--- config.mk ---
export PLATFORM = sky130hd
export DESIGN_NAME = riv_stage_buffer
export DESIGN_NICKNAME = d
export VERILOG_FILES = /design/src/rtl/riv_stage_buffer.sv
export SDC_FILE = /design/constraint.sdc
export NUM_CORES = 1
export LEC_CHECK = 0
export CAP_MARGIN = 20
export CORE_MARGIN = 4
export CORE_UTILIZATION = 26
export DETAILED_ROUTE_END_ITERATION = 7
export SYNTH_ARGS = -nofsm -noshare
export SYNTH_HDL_FRONTEND = slang
export SYNTH_SLANG_ARGS = --single-unit
export TNS_END_PERCENT = 10
--- constraint.sdc ---
create_clock -name clk -period 6.8 [get_ports clk]
set_input_delay 1.36 -clock clk [delete_from_list [all_inputs] [get_ports clk]]
set_output_delay 1.36 -clock clk [all_outputs]
set_load 0.05 [all_outputs]
--- src/rtl/riv_stage_buffer.sv ---
// -----------------------------------------------------------------------------
// riv_stage_buffer
//
// Elastic buffer that sits on a pipeline stage boundary of the riviera core
// (IF/ID, ID/EX, EX/MEM, MEM/WB). It is a DEPTH-entry circular FIFO with a
// valid/ready handshake on both sides. A flush input kills everything held,
// and an optional full-bypass mode lets the buffer take a new entry while
// full, provided the head leaves in the same cycle.
//
// Handshake rules (both sides use the same valid/ready contract):
//   - A transfer happens on a rising edge where valid and ready are both high
//     and i_flush is low. Valid must not depend on ready. Once valid is
//     raised it stays up, with its payload unchanged, until the transfer.
//   - Upstream side:   i_valid / i_data  ->  o_ready
//   - Downstream side: o_valid / o_data  ->  i_ready
//   - A cycle with i_flush high completes no transfer on either side.
//     Upstream treats it as consumed, and o_drop reports any payload lost.
//
// Parameters:
//   DATA_W        payload width in bits (>= 1)
//   DEPTH         number of entries (power of two, >= 2)
//   FULL_PUSH_EN  1: accept a push while full if a pop happens that cycle
//   CNT_W         occupancy counter width (derived, do not override)
//
// Ports:
//   clk      in   core clock, rising edge
//   rst_n    in   asynchronous active-low reset
//   i_valid  in   upstream has a payload
//   i_data   in   upstream payload
//   o_ready  out  buffer can accept this cycle
//   o_valid  out  head entry is valid
//   o_data   out  head entry payload
//   i_ready  in   downstream accepts the head this cycle
//   i_flush  in   discard all entries (branch/jump taken in EX)
//   o_count  out  current occupancy
//   o_drop   out  one-cycle pulse: i_valid was high during a flush cycle
// -----------------------------------------------------------------------------
module riv_stage_buffer #(
    parameter int DATA_W       = 64,
    parameter int DEPTH        = 2,
    parameter int FULL_PUSH_EN = 0,
    parameter int CNT_W        = $clog2(DEPTH + 1)
) (
    input  logic              clk,
    input  logic              rst_n,
    input  logic              i_valid,
    input  logic [DATA_W-1:0] i_data,
    output logic              o_ready,
    output logic              o_valid,
    output logic [DATA_W-1:0] o_data,
    input  logic              i_ready,
    input  logic              i_flush,
    output logic [CNT_W-1:0]  o_count,
    output logic              o_drop
);

    localparam int               PTR_W   = $clog2(DEPTH);
    localparam logic [CNT_W-1:0] DEPTH_C = CNT_W'(DEPTH);

    // Payload storage. It has no reset because entries are only read while
    // count says they are live.
    logic [DATA_W-1:0] mem [DEPTH];

    logic [PTR_W-1:0]  rd_ptr;
    logic [PTR_W-1:0]  wr_ptr;
    logic [CNT_W-1:0]  count;
    logic              drop_q;

    logic              not_full;
    logic              push;
    logic              pop;

    // Occupancy is kept in its own counter rather than derived from the
    // pointers. When rd_ptr == wr_ptr, this tells full apart from empty.
    assign not_full = (count != DEPTH_C);

    generate
        if (FULL_PUSH_EN != 0) begin : g_full_push
            // Combinational path from i_ready to o_ready. A full buffer can
            // take a new entry when the head is leaving in the same cycle.
            assign o_ready = not_full | i_ready;
        end else begin : g_no_full_push
            assign o_ready = not_full;
        end
    endgenerate

    assign o_valid = (count != '0);
    assign o_data  = mem[rd_ptr];
    assign o_count = count;
    assign o_drop  = drop_q;

    assign push = i_valid & o_ready & ~i_flush;
    assign pop  = o_valid & i_ready & ~i_flush;

    // Storage write. On a full bypass, wr_ptr == rd_ptr. The old head is
    // presented on o_data during this cycle and is overwritten only at the
    // edge that also retires it.
    always_ff @(posedge clk) begin
        if (push) begin
            mem[wr_ptr] <= i_data;
        end
    end

    // Pointers, occupancy and drop flag.
    always_ff @(posedge clk or negedge rst_n) begin
        if (!rst_n) begin
            rd_ptr <= '0;
            wr_ptr <= '0;
            count  <= '0;
            drop_q <= 1'b0;
        end else begin
            drop_q <= i_valid & i_flush;
            if (i_flush) begin
                // Empty the buffer without moving the pointers back to 0.
                // Collapsing rd_ptr onto wr_ptr is enough.
                rd_ptr <= wr_ptr;
                count  <= '0;
            end else begin
                // DEPTH is a power of two, so pointer increment wraps
                // naturally from DEPTH-1 to 0.
                if (push) begin
                    wr_ptr <= wr_ptr + PTR_W'(1);
                end
                if (pop) begin
                    rd_ptr <= rd_ptr + PTR_W'(1);
                end
                case ({push, pop})
                    2'b10:   count <= count + CNT_W'(1);
                    2'b01:   count <= count - CNT_W'(1);
                    default: count <= count;
                endcase
            end
        end
    end

endmodule

# Yosys cells after proc, flatten, opt, wreduce, memory -nomap -nowiden
# Memories as Yosys holds them, arrays and structs flattened.
# Index checks and enable logic that the tools add are counted.
op_classes:
  bitwise: 6
  mux: 6
  n_eq_ne: 3
  add_sub_neg: 4
  n_reduce_logical: 4
op_table:
  columns: ["op", "n"]
  rows:
  - ["1-bit bitwise AND", 5]
  - ["1-bit 2-to-1 mux", 4]
  - ["2-bit case mux with 2 select lines", 1]
  - ["2-bit nonzero test", 2]
  - ["3-bit nonzero test", 1]
  - ["1-bit adder (second input constant)", 2]
  - ["2-bit by 1-bit adder with 2-bit output (second input constant)", 1]
  - ["2-bit by 1-bit == test with 1-bit output (second input constant)", 1]
  - ["2-bit == test (second input constant)", 1]
  - ["2-bit 2-to-1 mux", 1]
  - ["2-bit inequality test (second input constant)", 1]
  - ["2-bit AND reduction", 1]
  - ["2-bit by 1-bit subtractor with 2-bit output (second input constant)", 1]
  - ["1-bit inverter", 1]
totals:
  ramBits: 128
  ff_bits: 5
  in_bits: 69
  mem_count: 1
  word_cells: 28
  out_inout_bits: 69
mem_list:
  columns: ["memory", "depth", "word_bits", "read_ports", "rd_clocked_by_memory_dff", "wr", "line_no", "rtl"]
  rows:
  - ["mem", 2, 64, 1, 0, 1, "62", "logic [DATA_W-1:0] mem [DEPTH];"]

# Longest topological paths before layout
depth:
  ltp_word: 6
  ltp_mapped: 4
  ltp_nobuf: 4

# Least setup slack after synthesis
# Ideal clock, no wire load.
synth_path:
  path_kind: "input to register"
  start: "in i_flush"
  end: "mem mem[0][0] (enable)"
  path_stages: 2
  arrival_time_ns: 4.266
  n_path_buf: 0
  t_required_ns: 6.313
  path_slack_ns: 2.047
  path_cell_list: "nand3b_1 > nor2_1"
synth_between:
  elab_chain_len: 4
synth_lines:
  columns: ["item", "line_no", "rtl"]
  rows:
  - ["start, declared", "52", "input logic i_flush,"]
  - ["1-bit inverter (no line)", null, null]
  - ["1-bit bitwise AND", "92", "assign push = i_valid & o_ready & ~i_flush;"]
  - ["1-bit 2-to-1 mux", "99", "if (push) begin"]
  - ["1-bit 2-to-1 mux (implied by the code)", "100", "mem[wr_ptr] <= i_data;"]
  - ["end, declared", "62", null]
# No other way between the ends.

# Worst setup path after layout
layout_path:
  start: "reg rd_ptr"
  end: "out o_data[48]"
layout_between:
  elab_chain_len: 1
layout_lines:
  columns: ["item", "line_no", "rtl"]
  rows:
  - ["start, declared", "64", "logic [PTR_W-1:0] rd_ptr;"]
  - ["start signal, assigned", "116", "rd_ptr <= wr_ptr;"]
  - ["start signal, assigned", "125", "rd_ptr <= rd_ptr + PTR_W'(1);"]
  - ["memory 2 x 64 bit", null, null]
  - ["end, declared", "50", "output logic [DATA_W-1:0] o_data,"]
# No other way between the ends.

==> results.py <==
metrics = {
    "sta": {
        "setup_viol": 0,
        "hold-worst-slack_ns": 0.579,
        "finalMaxSlewViolations": 0,
        "slew_headroom_pct": 37.0,
        "finalCritPeriodShare_pct": 59.1,
        "layout_setup_ws_ns": 2.78,
        "setup_tns_ns": 0,
        "hold_violations": 0,
        "rsz0062_at_grt": "no",
        "fin_skew_ns": 0.00477,
        "min_period_ns": 4.02,
        "worstMarginPinSlew_ns": 0.942,
        "max_freq_mhz": 249,
    },
    "place": {
        "place_congestion": 0.654,
        "dp_hpwl_um": 6580,
        "port_buffers": 137,
        "dp.cells": 621,
        "pre_cts_ws_ns": 2.75,
        "place_area_um2": 6770,
    },
    "cells_and_area": {
        "finalInstanceArea_um2": 7430,
        "seq_area_um2": 3970,
        "num-fill-cells": 1732,
        "instances_no_fill": 653,
        "drive_above_1_share_pct": 25.4,
        "antennaDiodeCount": 0,
        "fin_util_pct": 39.2,
        "layout_commonest_cell": "clkdlybuf4s50_1",
        "syn_to_final_growth_pct": 46.1,
        "fin_nets": 449,
        "multi_input_area_um2": 1040,
        "layout_common_cells": "137 x clkdlybuf4s50_1, 128 x edfxtp_1, 50 x mux2_4",
    },
    "clock_tree": {
        "clk_latency_ns": 0.40,
        "root_buffer": "clkbuf_16",
        "path_clk_slew_ns": 0.06,
        "post-cts-setup-buffer-count": 0,
        "cts_tree": "done",
        "cts_made_buffers": 17,
        "cts.sinks": 133,
        "cts_hold_buf": 0,
        "clk_path_buf_depth": 2,
        "h-tree-depth": 4,
        "ctsResizeCount": 0,
    },
    "global_route": {
        "track_usage_pct": 9.05,
        "antenna_found_initial": 1,
        "grt_max_degree": 35,
        "grt_pass1_vias": 2804,
        "grt_pass1_wl_um": 15000,
        "grt_overflow": 0,
    },
    "floorplanning": {
        "fp.dieArea_um2": 21900,
        "num_rows": 50,
        "io_pins": 138,
        "die_y_um": 148,
        "start_util_pct": 26.8,
        "die_x_um": 148,
        "coreArea_um2": 19000,
    },
    "setup_path": {
        "crit_arrival_ns": 2.66,
        "cp-start-kind": "flip-flop",
        "rr_worst_depth": 5,
        "max_stage_delay_ns": 0.79,
        "cp-end-kind": "primary output",
        "slowest_stage": "dfrtp_4",
        "path_cells": "buf_16 > mux2_2 > clkdlybuf4s50_1",
        "crit_type": "reg2out",
        "critPathRequiredTime_ns": 5.44,
        "reg2reg_slack_ns": 4.12,
        "r2r-end": "mem[1][26]",
        "cp_max_fo": 34,
        "rr_startpoint": "o_count[1]",
    },
    "power": {
        "powerDensity_nw_per_um2": 418,
        "p_sw_share_pct": 32.1,
        "p_seq_share_pct": 34.3,
        "combinationalPowerShare_pct": 33.1,
        "p_sw_mw": 0.997,
        "vdd_drop_max_v": 0.000173,
        "p_leak_nw": 2.61,
        "power_mw": 3.10,
        "clockPowerShare_pct": 32.6,
        "internal_power_mw": 2.11,
    },
    "logic_synthesis": {
        "yosys_warnings": 0,
        "synthCells": 228,
        "synth_area_um2": 5080,
        "synth_cell_types": 20,
        "syn_area_per_cell_um2": 22.3,
        "syn-num-nets": 297,
        "ys_seq_area_share_pct": 78.1,
        "synth_seq_cells": 133,
    },
    "hold_path": {
        "hold_path_end": "wr_ptr",
        "min-delay-start": "wr_ptr",
        "hold_depth": 1,
        "worstHoldPathType": "reg2reg",
    },
    "routing": {
        "drc_errors": 0,
        "postRouteAntennaNets": 0,
        "dr.first_iter.drc_count": 84,
        "wl_um": 9900,
        "num_vias": 2579,
        "routed_via_density": 3.95,
        "dr.pass1.iters": 4,
        "avgRoutedWirePerCell_um": 15.2,
    },
    "status": {
        "outcome": "complete, no violations",
    },
    "job": {
        "drv_cap": 0,
    },
}
worst max-delay path: cells and delay by family, from the launching register on:
family,cells,cell delay [ns]
buffers and inverters,2,1.03
DFF,1,0.79
muxes,1,0.39
synth_stat cells:
cell type,n,area share (%)
buf_2,1,0.098
nand3b_1,1,0.15
buf_6,6,1.3
xor2_1,1,0.17
and4bb_2,1,0.25
nor2b_2,1,0.17
mux2_4,50,15
a22oi_1,1,0.15
nand2_1,2,0.15
nor2_1,4,0.30
a31oi_1,1,0.12
xnor2_1,1,0.17
and2_1,1,0.12
nand3_1,1,0.098
mux2_2,14,3.1
o21ai_0,3,0.30
edfxtp_1,128,76
a21oi_1,2,0.20
inv_1,4,0.30
dfrtp_1,5,2.5
final cells by class:
class / count / share of cell area [%]
clock buffers: 17 / 5.73
clock inverters: 15 / 3.17
inverters: 4 / 0.202
multi-input cells: 84 / 14.0
flip-flops and latches: 133 / 53.5
well taps: 260 / 4.38
repair buffers: 140 / 19.0
routing by layer:
layer,share of wire [%],track usage (%),wire [µm]
met2,47,14.5,4620
met1,44,10.7,4360
met3,8.2,4.38,814
met4,0.96,3.19,95
met5,0.12,0,12
sequential cells by signal (all words and copies together) (netlist names):
name and count:
rd_ptr 1, wr_ptr 1, o_drop 1, o_count 2, mem 128
worst max path at each step:
stage,start,end,depth (start not counted)
global route,rd_ptr,o_data[48],3
detailed placement,i_valid,mem[1][18],4
finish,rd_ptr,o_data[48],3
floorplan,i_flush,mem[0][0],2
global placement,i_valid,mem[0][19],4
CTS,rd_ptr,o_data[48],3
power groups by stage:
stage          clock [mW]  sequential, mW  combinational (mW)
6_report             1.01            1.06                1.03
5_1_grt              1.08            1.07                1.07
4_1_cts              1.04            1.07                1.04
3_5_place_dp            0            1.08                1.04
3_3_place_gp            0            1.12               0.990
2_1_floorplan           0            1.04               0.770
kinds of logic (layout without fill, tap and decap cells):
kind of cell | Yosys count | in the layout | share of synthesized area (%)
AOI/OAI and AO/OA | 7 | 7 | 0.763
and+or+nand+nor | 11 | 11 | 1.23
buffers and inverters | 11 | 176 | 1.72
DFF | 133 | 133 | 78.1
muxes | 64 | 64 | 17.9
xor gates and xnor gates | 2 | 2 | 0.345
(Power assumes the default switching activity.)
